`src/rtl/run_loader_if.sv`:
```
// Purpose: run_loader handshake/bus bundle (preload stream, memory write port,
//          core control and run status).
// Ports (signals):
//   req, ld_count, max_cycles      - run start request and per-run settings
//   ld_valid, ld_data, ld_ready    - preload byte stream (valid/ready)
//   mem_wr_en, mem_addr, mem_wr_data - data memory write port
//   core_reset, core_done          - core hold / completion
//   busy, done, timeout, cycles    - run status
// Modports: master = requester/environment side, slave = run_loader side.
interface run_loader_if #(
  parameter int unsigned AW = 8,
  parameter int unsigned DW = 8,
  parameter int unsigned CW = 16
);
  logic          req;
  logic [AW:0]   ld_count;
  logic [CW-1:0] max_cycles;
  logic          ld_valid;
  logic [DW-1:0] ld_data;
  logic          ld_ready;
  logic          mem_wr_en;
  logic [AW-1:0] mem_addr;
  logic [DW-1:0] mem_wr_data;
  logic          core_reset;
  logic          core_done;
  logic          busy;
  logic          done;
  logic          timeout;
  logic [CW-1:0] cycles;

  modport master (
    output req, ld_count, max_cycles, ld_valid, ld_data, core_done,
    input  ld_ready, mem_wr_en, mem_addr, mem_wr_data, core_reset,
           busy, done, timeout, cycles
  );

  modport slave (
    input  req, ld_count, max_cycles, ld_valid, ld_data, core_done,
    output ld_ready, mem_wr_en, mem_addr, mem_wr_data, core_reset,
           busy, done, timeout, cycles
  );
endinterface

```
`src/rtl/run_loader.sv`:
```
// Purpose: run sequencer in front of the processor core. A req rising edge
//          holds the core in reset, preloads data memory from a valid/ready
//          byte stream, settles one cycle, then releases the core and counts
//          run cycles until core_done or budget expiry.
// Ports:
//   clk   - system clock, rising edge
//   reset - asynchronous active-high reset
//   bus   - run_loader_if.slave (stream in, memory write port, core control,
//           busy/done/timeout/cycles status)
module run_loader #(
  parameter int unsigned AW = 8,
  parameter int unsigned DW = 8,
  parameter int unsigned CW = 16
) (
  input  logic         clk,
  input  logic         reset,
  run_loader_if.slave  bus
);

  localparam int unsigned CNTW = AW + 1;
  localparam int unsigned CW1  = CW + 1;
  localparam logic [CW-1:0] CYC_SAT = {CW{1'b1}};

  typedef enum logic [1:0] {
    IDLE   = 2'd0,
    LOAD   = 2'd1,
    SETTLE = 2'd2,
    RUN    = 2'd3
  } state_t;

  state_t        r_state;
  logic          r_req_d;
  logic [AW:0]   r_ld_count;
  logic [CW-1:0] r_max_cycles;
  logic [AW:0]   r_wcnt;
  logic          r_mem_wr_en;
  logic [AW-1:0] r_mem_addr;
  logic [DW-1:0] r_mem_wr_data;
  logic          r_core_reset;
  logic          r_busy;
  logic          r_done;
  logic          r_timeout;
  logic [CW-1:0] r_cycles;

  logic          w_req_edge;
  logic          w_ld_ready;
  logic          w_accept;
  logic [AW:0]   w_wcnt_nxt;
  logic [CW-1:0] w_cycles_nxt;
  logic          w_budget_hit;

  assign w_req_edge   = bus.req & ~r_req_d;
  assign w_ld_ready   = (r_state == LOAD);
  assign w_accept     = bus.ld_valid & w_ld_ready;
  assign w_wcnt_nxt   = r_wcnt + CNTW'(1);
  assign w_cycles_nxt = (r_cycles == CYC_SAT) ? r_cycles : r_cycles + CW'(1);
  // Compare one bit wider so a saturated counter cannot alias to a small budget.
  assign w_budget_hit = (r_max_cycles != '0) &&
                        (({1'b0, r_cycles} + CW1'(1)) == {1'b0, r_max_cycles});

  // Sequencer state and all registered outputs.
  always_ff @(posedge clk or posedge reset) begin
    if (reset) begin
      r_state       <= IDLE;
      r_req_d       <= 1'b0;
      r_ld_count    <= '0;
      r_max_cycles  <= '0;
      r_wcnt        <= '0;
      r_mem_wr_en   <= 1'b0;
      r_mem_addr    <= '0;
      r_mem_wr_data <= '0;
      r_core_reset  <= 1'b1;
      r_busy        <= 1'b0;
      r_done        <= 1'b0;
      r_timeout     <= 1'b0;
      r_cycles      <= '0;
    end else begin
      r_req_d     <= bus.req;
      r_mem_wr_en <= 1'b0;
      case (r_state)
        IDLE: begin
          if (w_req_edge) begin
            r_ld_count   <= bus.ld_count;
            r_max_cycles <= bus.max_cycles;
            r_done       <= 1'b0;
            r_timeout    <= 1'b0;
            r_cycles     <= '0;
            r_wcnt       <= '0;
            r_busy       <= 1'b1;
            r_state      <= (bus.ld_count != '0) ? LOAD : SETTLE;
          end
        end
        LOAD: begin
          // Write lands one cycle after the accept; last accept moves to SETTLE.
          if (w_accept) begin
            r_mem_wr_en   <= 1'b1;
            r_mem_addr    <= r_wcnt[AW-1:0];
            r_mem_wr_data <= bus.ld_data;
            r_wcnt        <= w_wcnt_nxt;
            if (w_wcnt_nxt == r_ld_count) begin
              r_state <= SETTLE;
            end
          end
        end
        SETTLE: begin
          r_core_reset <= 1'b0;
          r_state      <= RUN;
        end
        RUN: begin
          r_cycles <= w_cycles_nxt;
          if (bus.core_done) begin
            r_done       <= 1'b1;
            r_timeout    <= 1'b0;
            r_busy       <= 1'b0;
            r_core_reset <= 1'b1;
            r_state      <= IDLE;
          end else if (w_budget_hit) begin
            r_done       <= 1'b1;
            r_timeout    <= 1'b1;
            r_busy       <= 1'b0;
            r_core_reset <= 1'b1;
            r_state      <= IDLE;
          end
        end
        default: begin
          r_state <= IDLE;
        end
      endcase
    end
  end

  assign bus.ld_ready    = w_ld_ready;
  assign bus.mem_wr_en   = r_mem_wr_en;
  assign bus.mem_addr    = r_mem_addr;
  assign bus.mem_wr_data = r_mem_wr_data;
  assign bus.core_reset  = r_core_reset;
  assign bus.busy        = r_busy;
  assign bus.done        = r_done;
  assign bus.timeout     = r_timeout;
  assign bus.cycles      = r_cycles;

endmodule

```
`src/flat_wrapper.sv`:
```
// flat-port wrapper written by rule: the top's interface ports become plain ports
module run_loader_flat 
#(
  parameter int unsigned AW = 8,
  parameter int unsigned DW = 8,
  parameter int unsigned CW = 16
)
  (clk, reset, bus_req, bus_ld_count, bus_max_cycles, bus_ld_valid, bus_ld_data, bus_core_done, bus_ld_ready, bus_mem_wr_en, bus_mem_addr, bus_mem_wr_data, bus_core_reset, bus_busy, bus_done, bus_timeout, bus_cycles);
  run_loader_if #(.AW(AW), .DW(DW), .CW(CW)) bus_i ();
  input  logic clk;
  input  logic reset;
  input wire logic [$bits(bus_i.req)-1:0] bus_req;
  input wire logic [$bits(bus_i.ld_count)-1:0] bus_ld_count;
  input wire logic [$bits(bus_i.max_cycles)-1:0] bus_max_cycles;
  input wire logic [$bits(bus_i.ld_valid)-1:0] bus_ld_valid;
  input wire logic [$bits(bus_i.ld_data)-1:0] bus_ld_data;
  input wire logic [$bits(bus_i.core_done)-1:0] bus_core_done;
  output wire logic [$bits(bus_i.ld_ready)-1:0] bus_ld_ready;
  output wire logic [$bits(bus_i.mem_wr_en)-1:0] bus_mem_wr_en;
  output wire logic [$bits(bus_i.mem_addr)-1:0] bus_mem_addr;
  output wire logic [$bits(bus_i.mem_wr_data)-1:0] bus_mem_wr_data;
  output wire logic [$bits(bus_i.core_reset)-1:0] bus_core_reset;
  output wire logic [$bits(bus_i.busy)-1:0] bus_busy;
  output wire logic [$bits(bus_i.done)-1:0] bus_done;
  output wire logic [$bits(bus_i.timeout)-1:0] bus_timeout;
  output wire logic [$bits(bus_i.cycles)-1:0] bus_cycles;
  assign bus_i.req = bus_req;
  assign bus_i.ld_count = bus_ld_count;
  assign bus_i.max_cycles = bus_max_cycles;
  assign bus_i.ld_valid = bus_ld_valid;
  assign bus_i.ld_data = bus_ld_data;
  assign bus_i.core_done = bus_core_done;
  assign bus_ld_ready = bus_i.ld_ready;
  assign bus_mem_wr_en = bus_i.mem_wr_en;
  assign bus_mem_addr = bus_i.mem_addr;
  assign bus_mem_wr_data = bus_i.mem_wr_data;
  assign bus_core_reset = bus_i.core_reset;
  assign bus_busy = bus_i.busy;
  assign bus_done = bus_i.done;
  assign bus_timeout = bus_i.timeout;
  assign bus_cycles = bus_i.cycles;
  run_loader #(.AW(AW), .DW(DW), .CW(CW)) u_core (.clk(clk), .reset(reset), .bus(bus_i));
endmodule
```
`config.mk`:
```
export PLATFORM = sky130hd
export DESIGN_NAME = run_loader_flat
export DESIGN_NICKNAME = d
export VERILOG_FILES = /design/src/rtl/run_loader_if.sv /design/src/rtl/run_loader.sv /design/src/flat_wrapper.sv
export SDC_FILE = /design/constraint.sdc
export NUM_CORES = 1
export LEC_CHECK = 0
export ABC_CLOCK_PERIOD_IN_PS = 3500
export CAP_MARGIN = 20
export CORE_MARGIN = 2
export CORE_UTILIZATION = 54
export CTS_BUF_LIST = sky130_fd_sc_hd__clkbuf_4 sky130_fd_sc_hd__clkbuf_8
export DETAILED_ROUTE_END_ITERATION = 16
export HOLD_SLACK_MARGIN = 0.06
export MAX_ROUTING_LAYER = met4
export PLACE_DENSITY = 0.87
export SYNTH_ARGS = -nofsm -noshare
export SYNTH_HDL_FRONTEND = slang
export SYNTH_SLANG_ARGS = --single-unit
```
`constraint.sdc`:
```
create_clock -name clk -period 3.5 [get_ports clk]
set_input_delay 1.05 -clock clk [delete_from_list [all_inputs] [get_ports clk]]
set_output_delay 1.05 -clock clk [all_outputs]
set_load 0.03 [all_outputs]
```
==> impl_metrics.tcl <==
set metrics [dict create \
    wl_per_cell_um 17.7 \
    pre_cts_ws_ps 423 \
    postCtsSetupBuffers 0 \
    grt_pass1_vias 3181 \
    regArea_sq_mm 0.00185 \
    utilization_pct 72.3 \
    die_h_um 88.8 \
    cpMaxStageDelayCell "or4_4" \
    fin_skew_ps 12.3 \
    fin_crit_ps 3090 \
    slew_headroom_pct 54.2 \
    cp-end-kind "register" \
    p_int_mw 2.22 \
    htree_levels 3 \
    max_stage_delay_ps 540 \
    crit_family "simple AND/OR/NAND/NOR gates" \
    fmax_mhz 324 \
    dr.pass1.iters 4 \
    synth_nets 405 \
    worstPathArrival_ps 3340 \
    status "finished, final reports clean" \
    multi_input_area_sq_mm 0.00194 \
    ys_types 52 \
    pwr-share-comb_pct 43.9 \
    antenna_found_initial 0 \
    drt-initial-drc-count 135 \
    final_antenna_net_count 0 \
    worstMarginPinSlew_ps 687 \
    path_cells "ha_1 > nand2_1 > or4_4 > xnor2_1 > a221oi_1 > nand4_2 > a31oi_4 > mux2_4" \
    path_clk_slew_ps 80 \
    synthTopCellsByArea "dfrtp_1, mux2_2, xnor2_1, o21ai_0, nand2_1" \
    yosys.area.top_type "dfrtp_1" \
    vias_per_cell 5.79 \
    diodes 0 \
    vias 3139 \
    syn-cell-area_sq_mm 0.00389 \
    hold_viol 0 \
    track_usage_pct 27.3 \
    critPathKind "reg -> reg" \
    clock_latency_ps 360 \
    routed_wl_mm 9.58 \
    cts_tree "built" \
    initial_core_util_pct 56.6 \
    hpwl_mm 7.12 \
    fin_crit_sh_pct 88.2 \
    rsz0062_at_grt "false" \
    synth_seq_cells 74 \
    drive_above_1_share_pct 17.5 \
    ctsHoldBuffers 0 \
    setup_viol 0 \
    clkPwrFrac_pct 18.4 \
    cts_buffers 9 \
    gp_congestion 0.901 \
    nFillCells 514 \
    root_buffer "clkbuf_8" \
    num_rows 30 \
    fin_nets 486 \
    layout_commonest_cell "clkdlybuf4s50_1" \
    port_buffers 75 \
    tns_ps 0 \
    peakVddDrop_v 0.000433 \
    powerDensity_mw_per_mm2 729 \
    synth-seq-area-share_pct 47.7 \
    cts_num_sinks 74 \
    synth_cells 361 \
    die_w_um 88.8 \
    dieArea_sq_mm 0.00789 \
    pin_count 76 \
    layoutNonFillerInstCount 542 \
    synth_area_per_cell_sq_um 10.8 \
    maxSlewViolCount 0 \
    swShare_pct 38.7 \
    grt.overflow.total 0 \
    whs_ps 502 \
    cts_resized 0 \
    post-place-cells 527 \
    worstHoldPathType "reg -> reg" \
    grt_pass1_wl_mm 15.7 \
    layout_setup_ws_ps 412 \
    critPathBufInv 0 \
    yosys_warnings 0 \
    grt_max_degree 35 \
    synth_top_area_share_pct 47.0 \
    core_sq_mm 0.00687 \
    syn_to_final_growth_pct 27.8 \
    final_cell_mix "clkdlybuf4s50_1, dfrtp_1, mux2_2, o21ai_0, xnor2_1" \
    seqPwrFrac_pct 37.7 \
    worstPathRequired_ps 3750 \
    cts.path.max_buffers 2 \
    maxCapViolCount 0 \
    r2r_slack_ps 410 \
    switchingPower_mw 1.40 \
    cp-start-kind "register" \
    worst-path-max-fanout 9 \
    drc 0 \
    leakagePower_nw 2.00 \
]
-- final cells by class --
type,count,share of cell area (%)
multi-input cells,263,39.1
clock buffers,10,2.77
clock inverters,5,1.11
repair buffers,81,16.3
inverters,13,0.983
flip-flops and latches,74,37.3
well taps,96,2.42
-- layer usage --
metal	vias up	GRT usage [%]	wire [um]
met1	1510	33.1	4010
met2	130	44.0	4780
li1	1464	-	-
met4	0	13.1	350
met5	-	-	0
met3	35	5.22	438
-- cells in the mapped netlist (all sizes together) --
master,count
o22ai,1
xnor2,30
ha,6
o311ai,1
and2,7
a2111oi,1
o211ai,2
nor4,8
or2,1
or3,2
a221oi,1
a21o,1
a211o,1
or3b,1
mux2,42
a31oi,2
a41oi,1
o21a,2
nor2,26
nand4,9
o31ai,9
dfrtp,73
buf,1
a211oi,1
a32oi,1
nand3b,1
o41ai,4
o2111a,1
xor2,8
and4,1
dfstp,1
nand2,27
o21ai,31
mux2i,3
nor3,3
a21oi,7
clkbuf,10
or4,2
nand4b,1
nand2b,2
nand3,15
inv,13
a22o,1
-- through the flow --
stage	instance area [sq um]	power (mW)
4_1_cts	4960	3.62
6_report	4960	3.62
3_3_place_gp	4770	2.91
3_5_place_dp	4770	2.95
2_1_floorplan	3890	2.42
5_1_grt	4960	3.82
-- state kept, by name, summed over array words and instances (netlist names) --
name,count
u_core.bus.mem_addr,8
u_core.r_wcnt,9
u_core.bus.done,1
u_core.r_req_d,1
u_core.bus.mem_wr_data,8
u_core.bus.mem_wr_en,1
u_core.bus.timeout,1
u_core.r_state,2
u_core.bus.busy,1
u_core.r_ld_count,9
u_core.bus.core_reset,1
u_core.bus.cycles,16
u_core.r_max_cycles,16
-- final timing paths --
check / startpoint / endpoint / cells past startpoint
hold / removal: u_core.bus.timeout / u_core.bus.timeout / 1
hold reg to reg: u_core.bus.timeout / u_core.bus.timeout / 1
max in group asynchronous: reset / u_core.bus.core_reset / 3
setup / recovery: u_core.bus.cycles[0] / u_core.r_state[1] / 8
setup reg to reg: u_core.bus.cycles[0] / u_core.r_state[1] / 8
min in group asynchronous: reset / u_core.bus.mem_wr_data[5] / 2
-- kinds of logic after synthesis --
family / after synthesis / share of synthesized area (%)
AND/OR/NAND/NOR: 106 / 14.8
flip-flops: 74 / 47.7
AO/OA/AOI/OAI: 68 / 11.7
multiplexers: 45 / 13.0
XOR/XNOR: 38 / 8.56
buffers and inverters: 24 / 2.35
adder cells (fa/ha/maj): 6 / 1.93
-- power by group through the flow --
| stage | combinational [mW] | clock (mW) | sequential [mW] |
|---|---|---|---|
| detailed placement | 1.58 | 0 | 1.38 |
| finish | 1.59 | 0.665 | 1.37 |
| global placement | 1.54 | 0 | 1.37 |
| global route | 1.72 | 0.707 | 1.40 |
| floorplan | 0.942 | 0 | 1.48 |
| CTS | 1.59 | 0.675 | 1.36 |
Power figures use the tool's default switching activity.
==> edit (same flow settings) <==
`CW` is set to 16 in 3 places; all go to 8.
--- a/src/rtl/run_loader_if.sv
+++ b/src/rtl/run_loader_if.sv
@@ -10,7 +10,7 @@
 interface run_loader_if #(
   parameter int unsigned AW = 8,
   parameter int unsigned DW = 8,
-  parameter int unsigned CW = 16
+  parameter int unsigned CW = 8
 );
   logic          req;
   logic [AW:0]   ld_count;
--- a/src/rtl/run_loader.sv
+++ b/src/rtl/run_loader.sv
@@ -10,7 +10,7 @@
 module run_loader #(
   parameter int unsigned AW = 8,
   parameter int unsigned DW = 8,
-  parameter int unsigned CW = 16
+  parameter int unsigned CW = 8
 ) (
   input  logic         clk,
   input  logic         reset,
--- a/src/flat_wrapper.sv
+++ b/src/flat_wrapper.sv
@@ -3,7 +3,7 @@
 #(
   parameter int unsigned AW = 8,
   parameter int unsigned DW = 8,
-  parameter int unsigned CW = 16
+  parameter int unsigned CW = 8
 )
   (clk, reset, bus_req, bus_ld_count, bus_max_cycles, bus_ld_valid, bus_ld_data, bus_core_done, bus_ld_ready, bus_mem_wr_en, bus_mem_addr, bus_mem_wr_data, bus_core_reset, bus_busy, bus_done, bus_timeout, bus_cycles);
   run_loader_if #(.AW(AW), .DW(DW), .CW(CW)) bus_i ();
Interface: changed (resized bus_cycles and bus_max_cycles); port bits go from 76 to 60. No check against the original RTL was run, so the function may have changed too.
==> edit against the original RTL <==
Worst hold slack better by 0.0037 ns; clock skew decreased by 0.0038 ns; worst setup slack better by 0.20 ns; critical endpoint is now bus_ld_ready; combinational power is 12% lower; design area down 19%; synthesized area shrank 19%; first-iteration DRC count increased by 24%; final cell count is 21% lower; highest routed layer unchanged; wire length shrank 26%; sequential cell count down 16; total power decreased by 8.8%.
==> edit: results (changes against the original RTL) <==
metric,value,unit,change
synth_area_leaders,"dfrtp_1, mux2_2, o21ai_0",,
fin_nets,386,,-21%
grt_usage,24.8,%,-2.5 points
vias_per_cell,5.83,,+0.73%
routabilityCongestion,0.919,,+2.0%
arrival,1.84,ns,-1.50 ns
dr_wl_met3,348,µm,-21%
crit_start,u_core.r_state[1]$_DFFE_PP0P_,,
drive_gt1_share,18.6,%,+1.1 points
clock_skew,0.00850,ns,-0.00382 ns
synthTopCellsByCount,"dfrtp_1, mux2_2, nand2_1, o21ai_0, nor2_1",,
syn_area_per_cell,10.8,µm²,+0.68%
reg2reg_depth,7,,-1
numPortBuffers,59,,-21%
dr.first_iter.drc_count,168,,+24%
wl,7110,µm,-26%
ys_seq_area_share,46.2,%,-1.5 points
hold_end,u_core.bus.mem_addr[3]$_DFFE_PP0P_,,
dpl.hpwl,5140,µm,-28%
slowest_delay,0.72,ns,+0.18 ns
rrSetupSlack,1.00,ns,+0.59 ns
dp_cells,411,,-22%
nFillCells,398,,-23%
worstHoldStart,u_core.bus.mem_addr[3]$_DFFE_PP0P_,,
crit_fanout,5,,-4
grt_pass1_vias,2503,,-21%
synth_cell_types,63,,+21%
syn_to_final_growth,27.4,%,
place_area,3760,µm²,-21%
met1_length,3200,µm,-20%
grt_start_max_net_pins,32,,-8.6%
insertion_delay,0.34,ns,-0.02 ns
rr_startpoint,u_core.r_wcnt[0]$_DFFE_PP0P_,,
run_status,completed,,
## edit: cell count changes after synthesis, sizes merged, moves of 7 or more
cell	delta
xnor2	-21
dfrtp	-16
nor2	-12
o21ai	-10
mux2	-9
buf	+8
nand4	-7
## edit: how the worst max path moves through the flow
stage | depth (start not counted) | end | slack (ns)
4_1_cts | 3 | bus_ld_ready | 0.60
2_1_floorplan | 1 | u_core.bus.busy$_DFFE_PP0P_ | 1.02
5_1_grt | 8 | u_core.r_state[1]$_DFFE_PP0P_ | 0.54
3_5_place_dp | 7 | u_core.bus.cycles[5]$_DFFE_PP0P_ | 0.48
6_report | 3 | bus_ld_ready | 0.61
3_3_place_gp | 7 | u_core.r_state[1]$_DFFE_PP0P_ | 0.63
## edit: per-stage QoR
stage / hold slack [ns] / total power [µW] / setup WS [ns]
finish: 0.505 / 3300 / 0.611
global route: 0.523 / 3500 / 0.537
CTS: 0.505 / 3310 / 0.603
detailed placement: 0.483 / 2550 / 0.482
global placement: 0.478 / 2490 / 0.632
floorplan: 0.466 / 2120 / 1.02
## edit: metal layers
layer / global-route usage, % / vias to the layer above
met4: 13.9 / 0
met5: - / -
met2: 38.4 / 81
met1: 30.3 / 1204
li1: - / 1188
met3: 5.17 / 18
## edit: power breakdown
part           total (µW)  internal (µW)  leakage, µW  switching [µW]
clock                 743            471     0.000111             273
sequential           1160            909     0.000734             252
combinational        1400            653     0.000793             743
## edit: kinds of logic after synthesis
group                      count (synthesis)  synth area share, %
and+or+nand+nor                           89                 16.4
AOI/OAI and AO/OA                         66                 14.3
buffers and inverters                     21                 4.02
adders and majority gates                  6                 2.39
muxes                                     34                 12.1
xor gates and xnor gates                  16                 4.46
DFF                                       58                 46.2
## edit: layout make-up
class | count | area share [%]
clock buffer | 9 | 3.09
clock inverter | 7 | 2.94
inverter | 8 | 0.750
multi-input combinational | 211 | 39.1
sequential | 58 | 36.3
tap | 72 | 2.25
timing repair buffer | 62 | 15.6
